File: src/rtl/alu_ctrl_decoder.sv
// rtl/alu_ctrl_decoder.sv - pipelined RV32I ALU control decoder with 2-entry skid buffer
//
// Purpose: decodes a 32-bit RV32I instruction into a 3-bit ALU control code plus an
// illegal flag, one cycle after acceptance, behind a valid/ready handshake on both sides.
// Storage is an output register plus one skid register, so in_ready is registered.
//
// Ports:
//   clk, rst_n                 rising-edge clock, synchronous active-low reset
//   in_valid, in_ready         input handshake (in_ready = !skid_full, registered)
//   in_instr[31:0]             instruction word
//   out_valid, out_ready       output handshake
//   out_alu_control[2:0]       000 ADD, 001 SLL, 010 SUB, 100 XOR, 101 SRL, 110 OR, 111 AND
//   out_illegal                instruction not executable by the ALU (ctrl = ILLEGAL_CTRL)
//   out_instr[31:0]            decoded instruction passed through (0 when PASS_INSTR=0)
//
// Optional feature macro: ALU_DEC_SLT_EN - decode SLT/SLTI to code 011.
module alu_ctrl_decoder #(
  parameter logic [2:0] ILLEGAL_CTRL = 3'b000,
  parameter bit         PASS_INSTR   = 1'b1
) (
  input  logic        clk,
  input  logic        rst_n,
  input  logic        in_valid,
  output logic        in_ready,
  input  logic [31:0] in_instr,
  output logic        out_valid,
  input  logic        out_ready,
  output logic [2:0]  out_alu_control,
  output logic        out_illegal,
  output logic [31:0] out_instr
);

  localparam logic [2:0] ALU_ADD = 3'b000;
  localparam logic [2:0] ALU_SLL = 3'b001;
  localparam logic [2:0] ALU_SUB = 3'b010;
  localparam logic [2:0] ALU_SLT = 3'b011;
  localparam logic [2:0] ALU_XOR = 3'b100;
  localparam logic [2:0] ALU_SRL = 3'b101;
  localparam logic [2:0] ALU_OR  = 3'b110;
  localparam logic [2:0] ALU_AND = 3'b111;

  logic [6:0] opcode;
  logic [2:0] funct3;
  logic [6:0] funct7;
  logic       f7_zero;
  logic       f7_alt;
  logic [2:0] raw_ctrl;
  logic       raw_ok;
  logic [2:0] dec_ctrl;
  logic       dec_illegal;

  assign opcode  = in_instr[6:0];
  assign funct3  = in_instr[14:12];
  assign funct7  = in_instr[31:25];
  assign f7_zero = (funct7 == 7'b0000000);
  assign f7_alt  = (funct7 == 7'b0100000);

  always_comb begin
    raw_ok   = 1'b0;
    raw_ctrl = ALU_ADD;
    if (in_instr[1:0] == 2'b11) begin
      case (opcode)
        7'b0110011: begin
          case (funct3)
            3'b000: begin
              if (f7_zero) begin raw_ok = 1'b1; raw_ctrl = ALU_ADD; end
              else if (f7_alt) begin raw_ok = 1'b1; raw_ctrl = ALU_SUB; end
            end
            3'b001: begin raw_ok = f7_zero; raw_ctrl = ALU_SLL; end
`ifdef ALU_DEC_SLT_EN
            3'b010: begin raw_ok = f7_zero; raw_ctrl = ALU_SLT; end
`endif
            3'b100: begin raw_ok = f7_zero; raw_ctrl = ALU_XOR; end
            // SRA (funct7 0100000) is deliberately rejected: no arithmetic shifter.
            3'b101: begin raw_ok = f7_zero; raw_ctrl = ALU_SRL; end
            3'b110: begin raw_ok = f7_zero; raw_ctrl = ALU_OR;  end
            3'b111: begin raw_ok = f7_zero; raw_ctrl = ALU_AND; end
            default: raw_ok = 1'b0;
          endcase
        end
        7'b0010011: begin
          // For shift immediates funct7 occupies imm[11:5].
          case (funct3)
            3'b000: begin raw_ok = 1'b1;    raw_ctrl = ALU_ADD; end
            3'b001: begin raw_ok = f7_zero; raw_ctrl = ALU_SLL; end
`ifdef ALU_DEC_SLT_EN
            3'b010: begin raw_ok = 1'b1;    raw_ctrl = ALU_SLT; end
`endif
            3'b100: begin raw_ok = 1'b1;    raw_ctrl = ALU_XOR; end
            3'b101: begin raw_ok = f7_zero; raw_ctrl = ALU_SRL; end
            3'b110: begin raw_ok = 1'b1;    raw_ctrl = ALU_OR;  end
            3'b111: begin raw_ok = 1'b1;    raw_ctrl = ALU_AND; end
            default: raw_ok = 1'b0;
          endcase
        end
        // Address / PC arithmetic all uses the adder.
        7'b0000011, 7'b0100011, 7'b1100111,
        7'b0110111, 7'b0010111, 7'b1101111: begin
          raw_ok   = 1'b1;
          raw_ctrl = ALU_ADD;
        end
        // Branches compare via subtraction; f3 010/011 are not defined branches.
        7'b1100011: begin
          raw_ok   = (funct3 != 3'b010) && (funct3 != 3'b011);
          raw_ctrl = ALU_SUB;
        end
        default: raw_ok = 1'b0;
      endcase
    end
    dec_illegal = !raw_ok;
    dec_ctrl    = raw_ok ? raw_ctrl : ILLEGAL_CTRL;
  end

  logic       in_ready_q;
  logic       out_valid_q;
  logic [2:0] out_ctrl_q;
  logic       out_illegal_q;
  logic       skid_full;
  logic [2:0] skid_ctrl;
  logic       skid_illegal;

  logic in_xfer;
  logic out_free;
  logic load_out_skid;
  logic load_out_in;
  logic load_skid;
  logic skid_full_next;

  assign in_xfer  = in_valid && in_ready_q;
  // Output register can take new data if it is empty or being consumed this cycle.
  assign out_free = !out_valid_q || out_ready;
  // in_ready is low whenever the skid is full, so in_xfer never coincides with it.
  assign load_out_skid = out_free && skid_full;
  assign load_out_in   = out_free && !skid_full && in_xfer;
  assign load_skid     = !out_free && in_xfer;

  always_comb begin
    skid_full_next = skid_full;
    if (load_out_skid)  skid_full_next = 1'b0;
    else if (load_skid) skid_full_next = 1'b1;
  end

  always_ff @(posedge clk) begin
    if (!rst_n) begin
      in_ready_q    <= 1'b0;
      out_valid_q   <= 1'b0;
      out_ctrl_q    <= 3'b000;
      out_illegal_q <= 1'b0;
      skid_full     <= 1'b0;
      skid_ctrl     <= 3'b000;
      skid_illegal  <= 1'b0;
    end else begin
      in_ready_q <= !skid_full_next;
      skid_full  <= skid_full_next;
      if (out_free) out_valid_q <= skid_full || in_xfer;
      if (load_out_skid) begin
        out_ctrl_q    <= skid_ctrl;
        out_illegal_q <= skid_illegal;
      end else if (load_out_in) begin
        out_ctrl_q    <= dec_ctrl;
        out_illegal_q <= dec_illegal;
      end
      if (load_skid) begin
        skid_ctrl    <= dec_ctrl;
        skid_illegal <= dec_illegal;
      end
    end
  end

  generate
    if (PASS_INSTR) begin : g_pass_instr
      logic [31:0] out_instr_q;
      logic [31:0] skid_instr_q;
      always_ff @(posedge clk) begin
        if (!rst_n) begin
          out_instr_q  <= 32'h0;
          skid_instr_q <= 32'h0;
        end else begin
          if (load_out_skid)    out_instr_q <= skid_instr_q;
          else if (load_out_in) out_instr_q <= in_instr;
          if (load_skid) skid_instr_q <= in_instr;
        end
      end
      assign out_instr = out_instr_q;
    end else begin : g_no_instr
      assign out_instr = 32'h0;
    end
  endgenerate

  assign in_ready        = in_ready_q;
  assign out_valid       = out_valid_q;
  assign out_alu_control = out_ctrl_q;
  assign out_illegal     = out_illegal_q;

endmodule
File: config.mk
export PLATFORM = sky130hd
export DESIGN_NAME = alu_ctrl_decoder
export DESIGN_NICKNAME = d
export VERILOG_FILES = /design/src/rtl/alu_ctrl_decoder.sv
export SDC_FILE = /design/constraint.sdc
export NUM_CORES = 1
export LEC_CHECK = 0
export BUFFER_PORTS_ARGS = -buffer_cell sky130_fd_sc_hd__buf_4
export CAP_MARGIN = 40
export CORE_UTILIZATION = 25
export CTS_BUF_LIST = sky130_fd_sc_hd__clkbuf_4
export CTS_CLUSTER_SIZE = 14
export DETAILED_ROUTE_END_ITERATION = 16
export MAX_ROUTING_LAYER = met4
export PLACE_DENSITY_LB_ADDON = 0.25
export SYNTH_ARGS = -nofsm -noshare
export SYNTH_HDL_FRONTEND = slang
export SYNTH_SLANG_ARGS = --single-unit
File: constraint.sdc
create_clock -name clk -period 2.4 [get_ports clk]
set_input_delay 0.24 -clock clk [delete_from_list [all_inputs] [get_ports clk]]
set_output_delay 0.24 -clock clk [all_outputs]
set_load 0.005 [all_outputs]
* After elaboration in Yosys (flattened, before gate mapping)
Index checks and enable logic that the tools add are counted.
** Word-level totals
- Input bits :: 36
- Logic and storage cells :: 68
- Output and inout bits :: 38
- Register bits :: 75
** Operators by class
- Reductions and logical operators :: 20
- Eq/ne operators :: 18
- Mux-type cells :: 21
** Operators by type and width (number)
- two-way mux 32 bit :: 2
- equality test 7 x 6 -> 1 bit, second input constant :: 4
- equality test 7 bit, second input constant :: 3
- one-hot mux 3 bit (6 select lines) :: 1
- one-hot mux 3 bit (5 select lines) :: 1
- equality test 7 x 5 -> 1 bit, second input constant :: 2
- equality test 3 bit, second input constant :: 4
- two-way mux 3 bit :: 4
- one-hot mux 3 bit (3 select lines) :: 1
- equality test 7 x 2 -> 1 bit, second input constant :: 1
- zero test 7 bit :: 1
- two-way mux 1 bit :: 7
- logical AND 1 bit :: 6
- != test 3 x 2 -> 1 bit, second input constant :: 2
- OR reduction 6 bit :: 1
- zero test 1 bit :: 5
- OR reduction 5 bit :: 1
- two-way mux 2 bit :: 2
- one-hot mux 1 bit (2 select lines) :: 2
- one-hot mux 1 bit (4 select lines) :: 1
- OR reduction 4 bit :: 1
- equality test 3 x 1 -> 1 bit, second input constant :: 1
- zero test 3 bit :: 1
- equality test 2 bit, second input constant :: 1
- 3 further kinds :: 4

* Longest topological paths before layout
Gate-level depths: netlist of the first run.
- Depth in word-level cells :: 9
- Depth in mapped cells :: 7

* Worst setup path after synthesis of the first run
OpenSTA, ideal clock, no wires.
- Path kind :: input to register
- Start :: in in_instr[25]
- End :: reg out_ctrl_q[1], in the netlist out_alu_control[1]
- Arrival :: 1710 ps
- Buffers on the path :: 0
- Stages :: 5
- Data required time :: 2304 ps
- Setup slack :: 594 ps
- Setup time :: 96 ps
- Cell sequence :: or4_4 -> a2111oi_2 -> o31a_1 -> nor4_2 -> o41ai_2
** On the way
- Word-level cells in the longest chain between the ends :: 9
- Elaborated cells between the ends (all ways) :: 16
- Classes of those cells :: 1 x eq/ne; 14 x mux; 1 x reduce/logical
** RTL lines
- start: declaration :: RTL line 25 : input logic [31:0] in_instr,
- equality test 7 x 6 -> 1 bit :: RTL line 56 : assign f7_alt = (funct7 == 7'b0100000);
- two-way mux 2 bit or two-way mux 1 bit (tied branches) :: RTL line 67 : else if (f7_alt) begin raw_ok = 1'b1; raw_ctrl = ALU_SUB; end
- two-way mux 2 bit or two-way mux 1 bit (tied branches) :: RTL line 66 : if (f7_zero) begin raw_ok = 1'b1; raw_ctrl = ALU_ADD; end
- one-hot mux 3 bit (6 select lines) or one-hot mux 1 bit (2 select lines) (tied branches) :: RTL line 64 : case (funct3)
- one-hot mux 3 bit (3 select lines) or one-hot mux 1 bit (4 select lines) (tied branches) :: RTL line 62 : case (opcode)
- two-way mux 3 bit or two-way mux 1 bit (tied branches) :: RTL line 61 : if (in_instr[1:0] == 2'b11) begin
- two-way mux 3 bit (*) :: RTL line 111 : dec_ctrl = raw_ok ? raw_ctrl : ILLEGAL_CTRL;
- two-way mux 3 bit (*) :: RTL line 159 : end else if (load_out_in) begin
- two-way mux 3 bit (*) :: RTL line 156 : if (load_out_skid) begin
- end signal: assignment :: RTL line 157 : out_ctrl_q <= skid_ctrl;
- end signal: assignment :: RTL line 160 : out_ctrl_q <= dec_ctrl;
- end: declaration :: RTL line 116 : logic [2:0] out_ctrl_q;
Mark *: on every way between the ends. The rest lies on a longest branch, timed or not. The select of a mux whose other input is x is not followed.
A chain may end at the register's enable or synchronous reset.

* Final worst setup path of the first run
- Start :: reg in_ready_q, in the netlist in_ready
- End :: reg g_pass_instr.out_instr_q[30], in the netlist out_instr[30]
** On the way
- Word-level cells in the longest chain between the ends :: 3
** RTL lines
- start: declaration :: RTL line 114 : logic in_ready_q;
- start signal: assignment :: RTL line 153 : in_ready_q <= !skid_full_next;
- logical AND 1 bit :: RTL line 129 : assign in_xfer = in_valid && in_ready_q;
- logical AND 1 bit :: RTL line 134 : assign load_out_in = out_free && !skid_full && in_xfer;
- nonzero test 2 bit (no source line)
- end signal: assignment :: RTL line 179 : if (load_out_skid) out_instr_q <= skid_instr_q;
- end signal: assignment :: RTL line 180 : else if (load_out_in) out_instr_q <= in_instr;
- end: declaration :: RTL line 172 : logic [31:0] out_instr_q;
Every way passes these cells.

==> results of run 1 <==
## how the worst max path moves through the flow
stage	start	endpoint	slack (ps)
floorplan	in_instr[25]	out_alu_control[1]$_SDFFE_PN0P_	590
global placement	in_instr[25]	out_alu_control[1]$_SDFFE_PN0P_	380
detailed placement	in_instr[25]	out_alu_control[1]$_SDFFE_PN0P_	330
CTS	in_ready$_SDFF_PN0_	out_instr[30]$_SDFFE_PN0P_	340
global route	in_ready$_SDFF_PN0_	out_instr[13]$_SDFFE_PN0P_	130
finish	in_ready$_SDFF_PN0_	out_instr[30]$_SDFFE_PN0P_	350
## area by class of cell
cell class | instances | area [sq um]
clock buffers | 9 | 67.6
repair buffers | 80 | 601
multi-input cells | 258 | 1680
flip-flops and latches | 75 | 1500
inverters | 4 | 15.0
clock inverters | 7 | 68.8
well taps | 172 | 215
fillers | 1343 | 8570
## per-layer routing
layer | part of all wire (%) | vias to the layer above | track usage [%]
met2 | 46 | 51 | 20.0
met5 | 0 | - | -
met3 | 3.9 | 9 | 2.91
li1 | - | 1411 | -
met1 | 48 | 1305 | 16.6
met4 | 1.3 | 0 | 5.32
## sequential cells by signal (all words and copies together) (netlist names)
name / flops
out_alu_control: 3
out_instr: 32
skid_ctrl: 3
out_illegal: 1
in_ready: 1
out_valid: 1
skid_illegal: 1
skid_full: 1
g_pass_instr.skid_instr_q: 32
## placed cells by master, fill, tap and decap left out, drive strengths merged, types with 3 or more instances in the layout
master  netlist  routed
clkinv        0       5
dfxtp        75      75
clkbuf       24       9
o211a        32      32
a21boi       33      33
o211ai        4       4
inv           4       4
nand2       107     107
buf           3      80
nand3         4       4
nor3          3       3
o31ai         4       4
or4           3       3
o21ai         3       3
a31oi         3       3
nor2          3       3
nor2b         3       3
mux2i        30      30
## where the power goes
group / switching (mW) / total (mW) / internal, mW
logic: 0.141 / 0.296 / 0.154
clock network: 0.462 / 0.776 / 0.314
registers: 0.0271 / 1.32 / 1.29
total: 0.631 / 2.39 / 1.76
## critical path: stages (launching register included)
cell and delay, ps:
dfxtp_1 390, a21oi_1 150, nor2_4 670, buf_4 440
o211ai_1 150, o211a_1 150
## kinds of logic after synthesis
kind of cell           Yosys count
AND/OR/NAND/NOR                136
buffers and inverters           31
flip-flops                      75
multiplexers                    30
AO/OA/AOI/OAI                   92
==> results by group, run 1 <==
Outcome
  – Status: finished, final reports clean

Clock tree
  – CTS tree: built
  – Clk root buf: clkbuf_4
  – Clock-pin slew on the worst setup and hold paths: about 140 ps
  – Postcts setup bufs: 0
  – Hold_buf cts: 0
  – CTS Buffer Depth: 2
  – CTS buffer count: 9
  – Clock sinks: 75
  – Htree depth: 3
  – Clk_lat worst skew: about 430 ps
  – Cts repair resizes: 0

Logic synthesis
  – Ys async rst share: 0%
  – Post-synthesis adder-cell area fraction: 0%
  – EDFF count, synth: 0
  – Post-Syn Area per Cell: 9.03 sq um
  – Seq cells post-synth: between 70 and 80
  – Yosys warning count: 0
  – Largest family of logic cells by synthesized area: compound AO/OA/AOI/OAI gates
  – Largest area contributor in the netlist: dfxtp_1
  – Post-Synthesis Cells: 364
  – Net Count, Synth: 400
  – Synth top area share: between 40% and 50%
  – Post-synthesis instance area: about 3300 sq um
  – Main flop type after synthesis: dfxtp_1
  – Post-Synth Simple-Gate Area: between 10% and 20%
  – Most frequent cell after synthesis: nand2_1
  – Area contributors post-synth: dfxtp_1 (46%), nand2_1 (12%), o211a_1 (9.7%), mux2i_1 (9.1%), a21boi_0 (7.5%)
  – Yosys cell types: 38
  – Synth cell count leaders: nand2_1 (107), dfxtp_1 (75), a21boi_0 (33), o211a_1 (32), mux2i_1 (30)
  – Post-synthesis sequential area ratio: between 40% and 50%
  – Mux cell area share after synthesis: 9.13%
  – XOR/XNOR Fraction of Synth Area: 0%
  – Synth Area in Compound Gates: a little under a quarter

Pwr
  – Final Power: around 2.4 mW
  – LEAKAGE: 1.80 nW
  – PD cells: 577 nW/um^2
  – Worst vdd ir: approximately 0.14 mV

Routing
  – DR iter-0 viols: about 170
  – Vias: 2776
  – First-pass detailed-route iteration total: 5
  – # DRC: 0
  – Final WL: between 8000 and 9000 um
  – Vias per cell: 4.59
  – Routed wire per std cell: about 14 um
  – Routed Antenna Nets: 0

STA
  – Worst hold margin: 58.1 ps
  – Final setup violating endpoints: 0
  – Relative slew slack: roughly 43%
  – Fin crit share: 85.4%
  – Period minus WS final: 2050 ps
  – Max Slew Vio Count: 0
  – Fin Setup TNS: 0 ps
  – Max Clock Freq: just under 500 MHz
  – Worst-Margin Slew: ~850 ps
  – Setup ws final: between 300 and 400 ps
  – Worst-case clock skew: 15.2 ps
  – Number of hold violations in the final report: 0
  – Unrepaired setup endpoints after global routing: no

Floorplan
  – # IOs: 74
  – Starting Density: 25.8%
  – CORE AREA: about 13000 sq um
  – Die X: approximately 120 um
  – Row cnt: 41
  – Die ar.: between 10000 and 15000 sq um
  – Die Y: 117 um

Setup path
  – Critical path class: flop to flop
  – CP required: 2730 ps
  – Worst Reg2Reg Path Length in Cells: 5
  – Reg2reg setup slack: 350 ps
  – WP data arrival: 2380 ps
  – Worst flop-to-flop path endpoint: out_instr[30]$_SDFFE_PN0P_
  – CP startpoint kind: flop
  – Crit-path max FO: 35
  – Setup crit end kind: flop
  – Reg2reg start: in_ready$_SDFF_PN0_

Cells and area
  – Antenna cells: 0
  – Final Cell Area: a little over 4000 sq um
  – Share of cells above drive strength 1: 24.0%
  – Final Instance Count excl. Fillers: around 610
  – Final nets: between 400 and 500
  – Final Core Density: approximately a third
  – Area delta synth->final: 26.1%

Placement
  – GPL Wtd Cong: roughly 0.76
  – Placed insts: 589
  – Pre-CTS setup slack: 332 ps
  – PortBufs: between 70 and 80
  – Final HPWL DP: approximately 5600 um
  – Post-DP Area: between 4000 and 5000 sq um

Global routing
  – Number of antenna violations at the first check in global routing: 0
  – Global-route wire length before repair: approximately 13000 um
  – Largest net degree at the start of global routing: between 40 and 50
  – GRT Resource Usage Total: about an eighth
  – Grt ovf: 0
  – Vias in the first global route: about 2.5k

Hold path
  – Worst hold path type: input pin to flop
  – Hold depth: 3
  – Min-delay src: in_instr[22]
  – Hold Path Sink: g_pass_instr.skid_instr_q[22]$_SDFFE_PN0P_

Run
  – Max Cap Viol: 0
No activity file was read; power rests on OpenSTA's default activity.
==> run 2: changes to the inputs <==
--- a/config.mk
+++ b/config.mk
@@ -13,6 +13,7 @@
 export DETAILED_ROUTE_END_ITERATION = 16
 export MAX_ROUTING_LAYER = met4
 export PLACE_DENSITY_LB_ADDON = 0.25
+export RECOVER_POWER = 50
 export SYNTH_ARGS = -nofsm -noshare
 export SYNTH_HDL_FRONTEND = slang
 export SYNTH_SLANG_ARGS = --single-unit
==> run 2 against run 1 <==
Non-clock buffer count unchanged; setup slack about the same; global-route usage stayed put; utilization decreased by 0.32 points; wire length down 0.49%; largest power group unchanged; highest routed layer unchanged.
==> results by group, run 2 (synthesis results as in run 1) <==
Outcome
  – Status: finished, final reports clean

Run
  – Max Cap Viol: 0 (unchanged)

Setup path
  – Slowest-stage cell, CP: nor2_4
  – CP required: 2730 ps (about the same)
  – Crit path from: in_ready$_SDFF_PN0_
  – CP startpoint kind: flop
  – Reg2reg setup slack: 350 ps (about the same)
  – WP data arrival: 2380 ps (about the same)
  – Critical path class: flop to flop
  – Slowest stage delay, CP: 660 ps (about the same)
  – Setup crit end: out_instr[13]$_SDFFE_PN0P_
  – Crit-path max FO: 35 (unchanged)
  – Reg2reg start: in_ready$_SDFF_PN0_
  – Setup crit end kind: flop
  – Crit-path cells: a21oi_1, nor2_4, buf_4, o211ai_1, o211a_1
  – Worst flop-to-flop path endpoint: out_instr[13]$_SDFFE_PN0P_
  – Worst Reg2Reg Path Length in Cells: 5 (unchanged)

Global routing
  – Global-route wire length before repair: 13100 um (unchanged)
  – Grt ovf: 0 (unchanged)
  – GRT Resource Usage Total: 13.1% (unchanged)
  – Number of antenna violations at the first check in global routing: 0 (unchanged)
  – Largest net degree at the start of global routing: 44 (unchanged)
  – Vias in the first global route: 2543 (unchanged)

Routing
  – Wl on met1: 4000 um (-0.57%)
  – Routed Antenna Nets: 0 (unchanged)
  – Met2 WL: 3860 um (-0.41%)
  – First-pass detailed-route iteration total: 4 (-1)
  – Met3 WL: 345 um (+5.8%)
  – Routed wire per std cell: 13.7 um (-0.49%)
  – # DRC: 0 (unchanged)
  – Vias per cell: 4.60 (+0.32%)
  – Vias: 2785 (+0.32%)
  – DR iter-0 viols: 146 (-13%)
  – Final WL: 8300 um (-0.49%)
  – Max Used Layer: met4

STA
  – Max Clock Freq: 488 MHz (about the same)
  – Final setup violating endpoints: 0 (unchanged)
  – Fin crit share: 85.4% (about the same)
  – Worst-case clock skew: 12.7 ps (-2.52 ps)
  – Relative slew slack: 44.5% (+1.0 points)
  – Unrepaired setup endpoints after global routing: no
  – Number of hold violations in the final report: 0 (unchanged)
  – Fin Setup TNS: 0 ps (unchanged)
  – Max Slew Vio Count: 0 (unchanged)
  – Worst-Margin Slew: 831 ps (-15.2 ps)
  – Period minus WS final: 2050 ps (+0.137 ps)

Placement
  – GPL Wtd Cong: 0.758 (unchanged)
  – Post-DP Area: 4010 sq um (unchanged)
  – PortBufs: 73 (unchanged)
  – Final HPWL DP: 5570 um (unchanged)

Clock tree
  – CTS tree: built
  – Cts repair resizes: 0 (unchanged)
  – Clock sinks: 75 (unchanged)
  – Htree depth: 3 (unchanged)
  – CTS Buffer Depth: 2 (unchanged)
  – Clk_lat worst skew: 430 ps (about the same)
  – Clk root buf: clkbuf_4
  – CTS buffer count: 9 (unchanged)
  – Hold_buf cts: 0 (unchanged)
  – Postcts setup bufs: 0 (unchanged)
  – Clock-pin slew on the worst setup and hold paths: 140 ps (about the same)

Cells and area
  – Final Core Density: 32.3% (-0.32 points)
  – Antenna cells: 0 (unchanged)
  – Commonest cells after routing, fill and taps aside: nand2_1 (107), dfxtp_1 (74), buf_4 (41)
  – Area delta synth->final: 24.9%
  – Share of cells above drive strength 1: 21.5% (-2.5 points)
  – Commonest non-fill, non-tap cell in the layout: nand2_1
  – Final Cell Area: 4110 sq um (-1.0%)
  – Final nets: 464 (unchanged)

Floorplan
  – Die Y: 117 um (unchanged)
  – CORE AREA: 12700 sq um (unchanged)
  – Die X: 117 um (unchanged)
  – # IOs: 74 (unchanged)
  – Starting Density: 25.8% (unchanged)
  – Row cnt: 41 (unchanged)
  – Die ar.: 13600 sq um (unchanged)

Pwr
  – LEAKAGE: 1.74 nW (-3.2%)
  – PD cells: 580 nW/um^2 (+0.59%)
  – Worst vdd ir: 0.142 mV (about the same)

Hold path
  – Hold depth: 3 (unchanged)
  – Min-delay src: in_instr[22]
  – Worst hold path type: input pin to flop
[run 2: changes by cell type in the layout (fill, tap and decap cells not counted)]
cell | before | now
buf_4 | 80 | 41
clkbuf_4 | 9 | 37
clkbuf_1 | 0 | 11
[run 2: final cells by class]
| type | count | area (sq um) |
|---|---|---|
| Tap cell | 172 | 215 |
| Fill cell | 1351 | 8620 |
| Timing Repair Buffer | 80 | 559 |
| Clock buffer | 9 | 67.6 |
| Sequential cell | 75 | 1500 |
| Clock inverter | 7 | 68.8 |
| Multi-Input combinational cell | 258 | 1680 |
| Inverter | 4 | 15.0 |
[run 2: power by group]
part           switching (mW)  internal (mW)
Clock                   0.463          0.314
Combinational           0.142          0.145
Sequential             0.0260           1.29
[run 2: metal layers]
layer / up-vias / global-route usage, %
met2: 57 / 20.0
met5: - / -
met4: 0 / 5.32
met3: 9 / 2.91
met1: 1308 / 16.6
li1: 1411 / -
[run 2: per-stage QoR]
step	hold slack [ps]	power [mW]	setup WS (ps)	cells
after floorplan	385	1.48	594	364
after global placement	450	1.64	378	589
after detailed placement	457	1.65	332	589
after CTS	24.1	2.44	339	605
after global routing	30.8	2.51	136	605
final	59.8	2.38	350	605
[run 2: worst min path at each step]
stage | endpoint
after detailed placement | g_pass_instr.skid_instr_q[22]$_SDFFE_PN0P_
after global placement | g_pass_instr.skid_instr_q[5]$_SDFFE_PN0P_
final | g_pass_instr.skid_instr_q[22]$_SDFFE_PN0P_
after CTS | g_pass_instr.skid_instr_q[22]$_SDFFE_PN0P_
after floorplan | g_pass_instr.skid_instr_q[0]$_SDFFE_PN0P_
after global routing | g_pass_instr.skid_instr_q[24]$_SDFFE_PN0P_
[run 2: critical path: cells and delay by family, from the launching register on]
kind | cells | cell delay [ps]
AO/OA/AOI/OAI | 3 | 450
buffers and inverters | 1 | 450
flip-flops | 1 | 390
AND/OR/NAND/NOR | 1 | 660
